<file path="src/rtl/uart_rx_bit_sample.sv">
// UART receive bit sequencer: synchronises rx, validates the start bit at
// mid-bit, samples DATA_BITS data bits LSB-first plus one stop bit at the
// bit centres using the shared OVS-times oversampling tick, and reports
// each frame with a one-cycle done or frame_error strobe.
module uart_rx_bit_sample #(
  parameter int DATA_BITS = 8,
  parameter int OVS       = 16
) (
  input  logic                 clk,
  input  logic                 reset,
  input  logic                 rx_en,
  input  logic                 counter_tick,
  input  logic                 rx,
  output logic [DATA_BITS-1:0] rx_data,
  output logic                 done,
  output logic                 frame_error,
  output logic                 busy
);

  localparam int SW = (OVS > 2) ? $clog2(OVS) : 1;
  localparam int NW = (DATA_BITS > 1) ? $clog2(DATA_BITS) : 1;

  localparam logic [1:0] IDLE  = 2'd0;
  localparam logic [1:0] START = 2'd1;
  localparam logic [1:0] DATA  = 2'd2;
  localparam logic [1:0] STOP  = 2'd3;

  // Tick count at the centre of the start bit and at the end of a full bit.
  localparam logic [SW-1:0] S_HALF = SW'(OVS / 2 - 1);
  localparam logic [SW-1:0] S_LAST = SW'(OVS - 1);
  localparam logic [NW-1:0] N_LAST = NW'(DATA_BITS - 1);

  logic [1:0]           sync_q, sync_d;
  logic [1:0]           state_q, state_d;
  logic [SW-1:0]        s_q, s_d;
  logic [NW-1:0]        n_q, n_d;
  logic [DATA_BITS-1:0] shift_q, shift_d;
  logic [DATA_BITS-1:0] rx_data_q, rx_data_d;
  logic                 done_q, done_d;
  logic                 frame_error_q, frame_error_d;
  logic                 rx_s;

  // sync_q[1] is the second synchroniser stage; every decision uses it.
  assign rx_s = sync_q[1];

  // Next-state logic: frame sequencing, bit sampling and strobe generation.
  always_comb begin
    sync_d        = {sync_q[0], rx};
    state_d       = state_q;
    s_d           = s_q;
    n_d           = n_q;
    shift_d       = shift_q;
    rx_data_d     = rx_data_q;
    done_d        = 1'b0;
    frame_error_d = 1'b0;
    case (state_q)
      IDLE: begin
        // rx_en only gates new frames; a frame in progress always completes.
        if (rx_en && !rx_s) begin
          s_d     = '0;
          state_d = START;
        end
      end
      START: begin
        if (counter_tick) begin
          if (s_q == S_HALF) begin
            if (!rx_s) begin
              s_d     = '0;
              n_d     = '0;
              state_d = DATA;
            end else begin
              // Line went high again before mid start bit: treat as a glitch.
              state_d = IDLE;
            end
          end else begin
            s_d = s_q + SW'(1);
          end
        end
      end
      DATA: begin
        if (counter_tick) begin
          if (s_q == S_LAST) begin
            s_d     = '0;
            shift_d = {rx_s, shift_q[DATA_BITS-1:1]};
            if (n_q == N_LAST) begin
              state_d = STOP;
            end else begin
              n_d = n_q + NW'(1);
            end
          end else begin
            s_d = s_q + SW'(1);
          end
        end
      end
      default: begin // STOP
        if (counter_tick) begin
          if (s_q == S_LAST) begin
            state_d = IDLE;
            if (rx_s) begin
              rx_data_d = shift_q;
              done_d    = 1'b1;
            end else begin
              frame_error_d = 1'b1;
            end
          end else begin
            s_d = s_q + SW'(1);
          end
        end
      end
    endcase
  end

  // State registers with synchronous reset; sync flops reset to line idle.
  always_ff @(posedge clk) begin
    if (reset) begin
      sync_q        <= 2'b11;
      state_q       <= IDLE;
      s_q           <= '0;
      n_q           <= '0;
      shift_q       <= '0;
      rx_data_q     <= '0;
      done_q        <= 1'b0;
      frame_error_q <= 1'b0;
    end else begin
      sync_q        <= sync_d;
      state_q       <= state_d;
      s_q           <= s_d;
      n_q           <= n_d;
      shift_q       <= shift_d;
      rx_data_q     <= rx_data_d;
      done_q        <= done_d;
      frame_error_q <= frame_error_d;
    end
  end

  assign rx_data     = rx_data_q;
  assign done        = done_q;
  assign frame_error = frame_error_q;
  assign busy        = (state_q != IDLE);

endmodule

</file>
<file path="config.mk">
export PLATFORM = sky130hd
export DESIGN_NAME = uart_rx_bit_sample
export DESIGN_NICKNAME = d
export VERILOG_FILES = /design/src/rtl/uart_rx_bit_sample.sv
export SDC_FILE = /design/constraint.sdc
export NUM_CORES = 1
export LEC_CHECK = 0
export BUFFER_PORTS_ARGS = -buffer_cell sky130_fd_sc_hd__buf_2
export CAP_MARGIN = 20
export CORE_MARGIN = 4
export CORE_UTILIZATION = 60
export DETAILED_ROUTE_END_ITERATION = 12
export PLACE_DENSITY = 0.82
export SYNTH_ARGS = -nofsm -noshare
export SYNTH_HDL_FRONTEND = slang
export SYNTH_SLANG_ARGS = --single-unit
</file>
<file path="constraint.sdc">
create_clock -name clk -period 5.8 [get_ports clk]
set_clock_uncertainty 0.15 [all_clocks]
set_input_delay 0.58 -clock clk [delete_from_list [all_inputs] [get_ports clk]]
set_output_delay 0.58 -clock clk [all_outputs]
set_load 0.05 [all_outputs]
</file>
* Word level (Yosys, flattened, before mapping)
Cells that the tools add are included. Widths: inputs -> output; s select.
Word-level totals: bits in registers 29, bits of input ports 5, output and inout port bits 11
Cells by class: $add $sub $neg 2, equality and inequality tests 15, mux-type cells 28, bitwise gates (word level) 3, reductions and logical operators 14
Operator list (count):
- $mux 4 | 8
- $mux 2 | 9
- $mux 3 | 6
- $ne 2x2->1 const B | 8
- $pmux 4 s3 | 1
- $reduce_and 8->1 | 1
- $reduce_and 7->1 | 1
- $pmux 2 s3 | 1
- $pmux 3 s2 | 1
- $reduce_and 6->1 | 1
- $reduce_bool 2->1 | 3
- $reduce_or 6->1 | 1
- $add 4x1->4 const B | 1
- $eq 4x3->1 const B | 1
- $eq 4x4->1 const B | 1
- $ne 4x1->1 const B | 1
- $reduce_and 4->1 | 1
- $add 3x1->3 const B | 1
- $eq 3x3->1 const B | 1
- $ne 3x3->1 const B | 1
- $not 1->1 | 3
- $reduce_and 3->1 | 1
- $reduce_bool 3->1 | 1
- $reduce_or 3->1 | 1
- other kinds (6) | 7

* Depth between registers and ports, before layout
word-level depth 5, mapped depth 6, mapped depth without buffers 6

* Worst setup path after synthesis
OpenSTA, ideal clock, no wires.
path type input to register, start point in rx_en, end point reg s_q[3], setup time 0.120 ns, arrival 1.659 ns, data required time 5.530 ns, slack 3.872 ns, cell stages on the path 4, path buffers 0, cell sequence or4b_4 -> and2_4 -> a22o_1 -> a211o_1
Between the ends: longest elaborated chain between the ends 3
Ends and longest elaborated chain:
- start: declaration | RTL line 11 | input logic rx_en,
- $logic_and 1x1->1 | RTL line 59 | if (rx_en && !rx_s) begin
- $ne 2x2->1 (no line)
- $reduce_and 6->1 (no line)
- end signal: assignment | RTL line 118 | s_q <= '0;
- end signal: assignment | RTL line 127 | s_q <= s_d;
- end: declaration | RTL line 35 | logic [SW-1:0] s_q, s_d;
No other way between the ends. A chain may end at the register's enable or synchronous reset.

* Worst setup path after layout
start point reg state_q[1], end point out busy
Between the ends: longest elaborated chain between the ends 1
Ends and longest elaborated chain:
- start: declaration | RTL line 34 | logic [1:0] state_q, state_d;
- start signal: assignment | RTL line 126 | state_q <= state_d;
- $reduce_bool 2->1 | RTL line 139 | assign busy = (state_q != IDLE);
- end: declaration | RTL line 17 | output logic busy
No other way between the ends.

==> reports/summary.md <==
* result of the run: complete, no violations
* placeable core region: 1980 um2
* GRT Util Overall: 19.8%
* maximum root-to-sink buffer count: 2
* Congestion Overflow GR: 0
* number of inserted diodes: 0
* maximum VDD drop: 0.217 mV
* aggregate negative setup slack: 0 ns
* Hold Slack: 0.273 ns
* Synth Warn #: 0
* area fraction of the dominant cell type after synthesis: 45.5%
* setup repair after global routing missed its margin: false
* final routed wirelength across all metal layers: 2350 um
* number of enable flip-flop cells after synthesis: 0
* number of clock buffers inserted by TritonCTS: 5
* most instantiated flip-flop cell in the synthesis netlist: dfxtp_1
* number of nets still failing antenna checks after routing: 0
* data required time of the critical path: 5.07 ns
* Slew HR: 64.1%
* wire length of the first global-routing pass: 4020 um
* fraction of synthesis flops using an asynchronous set or reset pin: 0%
* maximum fanout along the worst path: 15
* post-CTS setup repair buffer count: 0
* highest achievable clock rate: 459 MHz
* critical path endpoint category: primary output
* Die H: 54.1 um
* area of the mapped netlist: 1280 um2
* data arrival time of the critical path: 1.45 ns
* Yosys reg bits: 29
* initial antenna violation count: 0
* net total in the final layout: 149
* largest net degree at the start of global routing: 29
* Setup CP Type: reg2out
* starting density of the core: 64.4%
* number of rows created at floorplan: 16
* Hold Path Class: reg2reg
* leakage: 0.000590 uW
* Clock transition at path regs: 0.10 ns
* WL per Instance: 13.9 um
* number of distinct library cell variants in the gate-level netlist after synthesis: 39
* final period demand of the worst path: 2.18 ns
* initial drt markers: 13
* via count of the first global-routing pass: 921
* share of the core filled with cells: 70.8%
* Final Cell Area: 1400 um2
* count of buffering cells on the critical path with inverters included: 1
* HPWL Detailed: 1620 um
* average vias per placed instance: 5.71
* mean instance size in the synthesized netlist: 10.1 um2
* synth top area cells: dfxtp_1 (45%), mux2i_1 (14%), nor2_1 (5.9%), ha_1 (2.9%), or2_2 (2.0%)
* power per standard cell area: 239 nW/um2
* Fin. Hold Viols: 0
* clock latency on the worst-skew pair: 0.33 ns
* P&R area growth vs syn: 9.90%
* CTS root buffer: clkbuf_4
* number of max-cap violations: 0
* cell taking the most area after synthesis: dfxtp_1
* Horiz. Die Dim: 54.1 um
* cell area after placement: 1350 um2
* CP top delay family: flip-flops
* DIE AREA: 2930 um2
* pin slew with the least headroom to its limit: 0.536 ns
* Initial DRT Pass Iterations: 4
* Final GP Congestion: 0.748
* sequential fraction of the synthesis area: 45.5%
* syn nets: 134
* H-tree depth: 2
* Power Total: 335 uW
* final number of max-transition violations: 0
* critical path, cell by cell: or2_2, buf_2
* Crit-path slowest cell: dfxtp_1
* cts repair resizes: 0
* Tcrit/Tclk final: 37.5%
* clock tree from TritonCTS: done
* critical path's largest stage delay: 0.62 ns
* number of sinks driven by the clock tree: 29
* Gate Count Post-Synth: 126
* total via count in the routed design: 965
* final number of setup-violating endpoints: 0
* ratio of cells with drive above 1 in the final layout: 21.8%
* DRC violation count after routing: 0
* startpoint type of the worst setup path: register
* # port buffers: 15
* number of hold-repair buffers added at the cts stage: 0
* number of top-level pins: 16
[registers in the layout (all words and copies together) (netlist names)]
signal	count
rx_data	8
shift_q	8
s_q	4
n_q	3
state_q	2
sync_q	2
done	1
frame_error	1
[worst paths after layout]
path / start / end / slack (ns) / cells after the start
max reg2reg: state_q[1]$_SDFFE_PP0P_ / rx_data[7]$_SDFFE_PP0P_ / 3.77 / 4
max: state_q[1]$_SDFFE_PP0P_ / busy / 3.62 / 2
min reg2reg: sync_q[0]$_SDFF_PP1_ / sync_q[1]$_SDFF_PP1_ / 0.27 / 1
min: sync_q[0]$_SDFF_PP1_ / sync_q[1]$_SDFF_PP1_ / 0.27 / 1
[layout make-up]
| class | instances | area [um2] |
|---|---|---|
| clock inverter | 2 | 10.0 |
| tap | 27 | 33.8 |
| inverter | 3 | 11.3 |
| sequential | 29 | 581 |
| fill | 150 | 579 |
| multi-input combinational | 87 | 651 |
| clock buffer | 6 | 41.3 |
| timing repair buffer | 15 | 75.1 |
[cell usage after synthesis (2+ instances only)]
| cell type | instances |
|---|---|
| a21oi_1 | 2 |
| a22o_1 | 2 |
| a311oi_1 | 2 |
| and3_1 | 3 |
| and4_1 | 2 |
| and4b_1 | 2 |
| buf_2 | 3 |
| clkbuf_1 | 3 |
| dfxtp_1 | 29 |
| ha_1 | 3 |
| inv_1 | 3 |
| mux2i_1 | 18 |
| nand2_1 | 4 |
| nand4_1 | 2 |
| nor2_1 | 20 |
| nor4b_1 | 2 |
| or2_2 | 4 |
[logic make-up (layout without fill, tap and decap cells)]
family	count (synthesis)	in the layout	share of synthesized area [%]
compound gates	14	14	7.94
xor+xnor	1	1	0.686
fa+ha+maj	3	3	2.94
buf+inv	10	26	3.53
flops	29	29	45.5
mux	19	19	15.0
simple gates	50	50	24.4
[report_power, final]
group / internal, uW / switching (uW)
logic: 5.70 / 9.90
registers: 200 / 2.14
clock network: 46.0 / 70.6
[per-stage QoR]
| step | setup WS [ns] | std cells |
|---|---|---|
| finish | 3.62 | 169 |
| detailed placement | 3.73 | 161 |
| CTS | 3.62 | 169 |
| global route | 3.55 | 169 |
| floorplan | 3.87 | 126 |
| global placement | 3.77 | 161 |
[layer usage]
metal / wire length, um / part of all wire, % / GRT usage [%] / vias up
li1: - / - / - / 482
met2: 1130 / 48 / 31.7 / 23
met1: 1020 / 43 / 21.6 / 453
met3: 153 / 6.5 / 10.5 / 7
met5: 0 / 0 / 0 / -
met4: 45 / 1.9 / 8.30 / 0
[layout by cell type (no fill, tap or decap), types with 2 or more instances in the layout]
cell / n
mux2i_1: 18
clkinv_2: 2
clkbuf_4: 5
buf_2: 15
a22o_1: 2
nor4b_1: 2
or2_2: 4
ha_1: 3
a311oi_1: 2
nand4_1: 2
inv_1: 3
and4b_1: 2
dfxtp_1: 29
and3_1: 3
a21oi_1: 2
nor2_1: 20
and4_1: 2
nand2_1: 4
[worst reg2reg max path, stage by stage (launching register included)]
cell     delay [ns]
dfxtp_1        0.62
nand4_1        0.29
nor3_4         0.54
mux2i_1        0.25
nor2_1         0.05
Note: power is estimated with default switching activity, not from simulation.
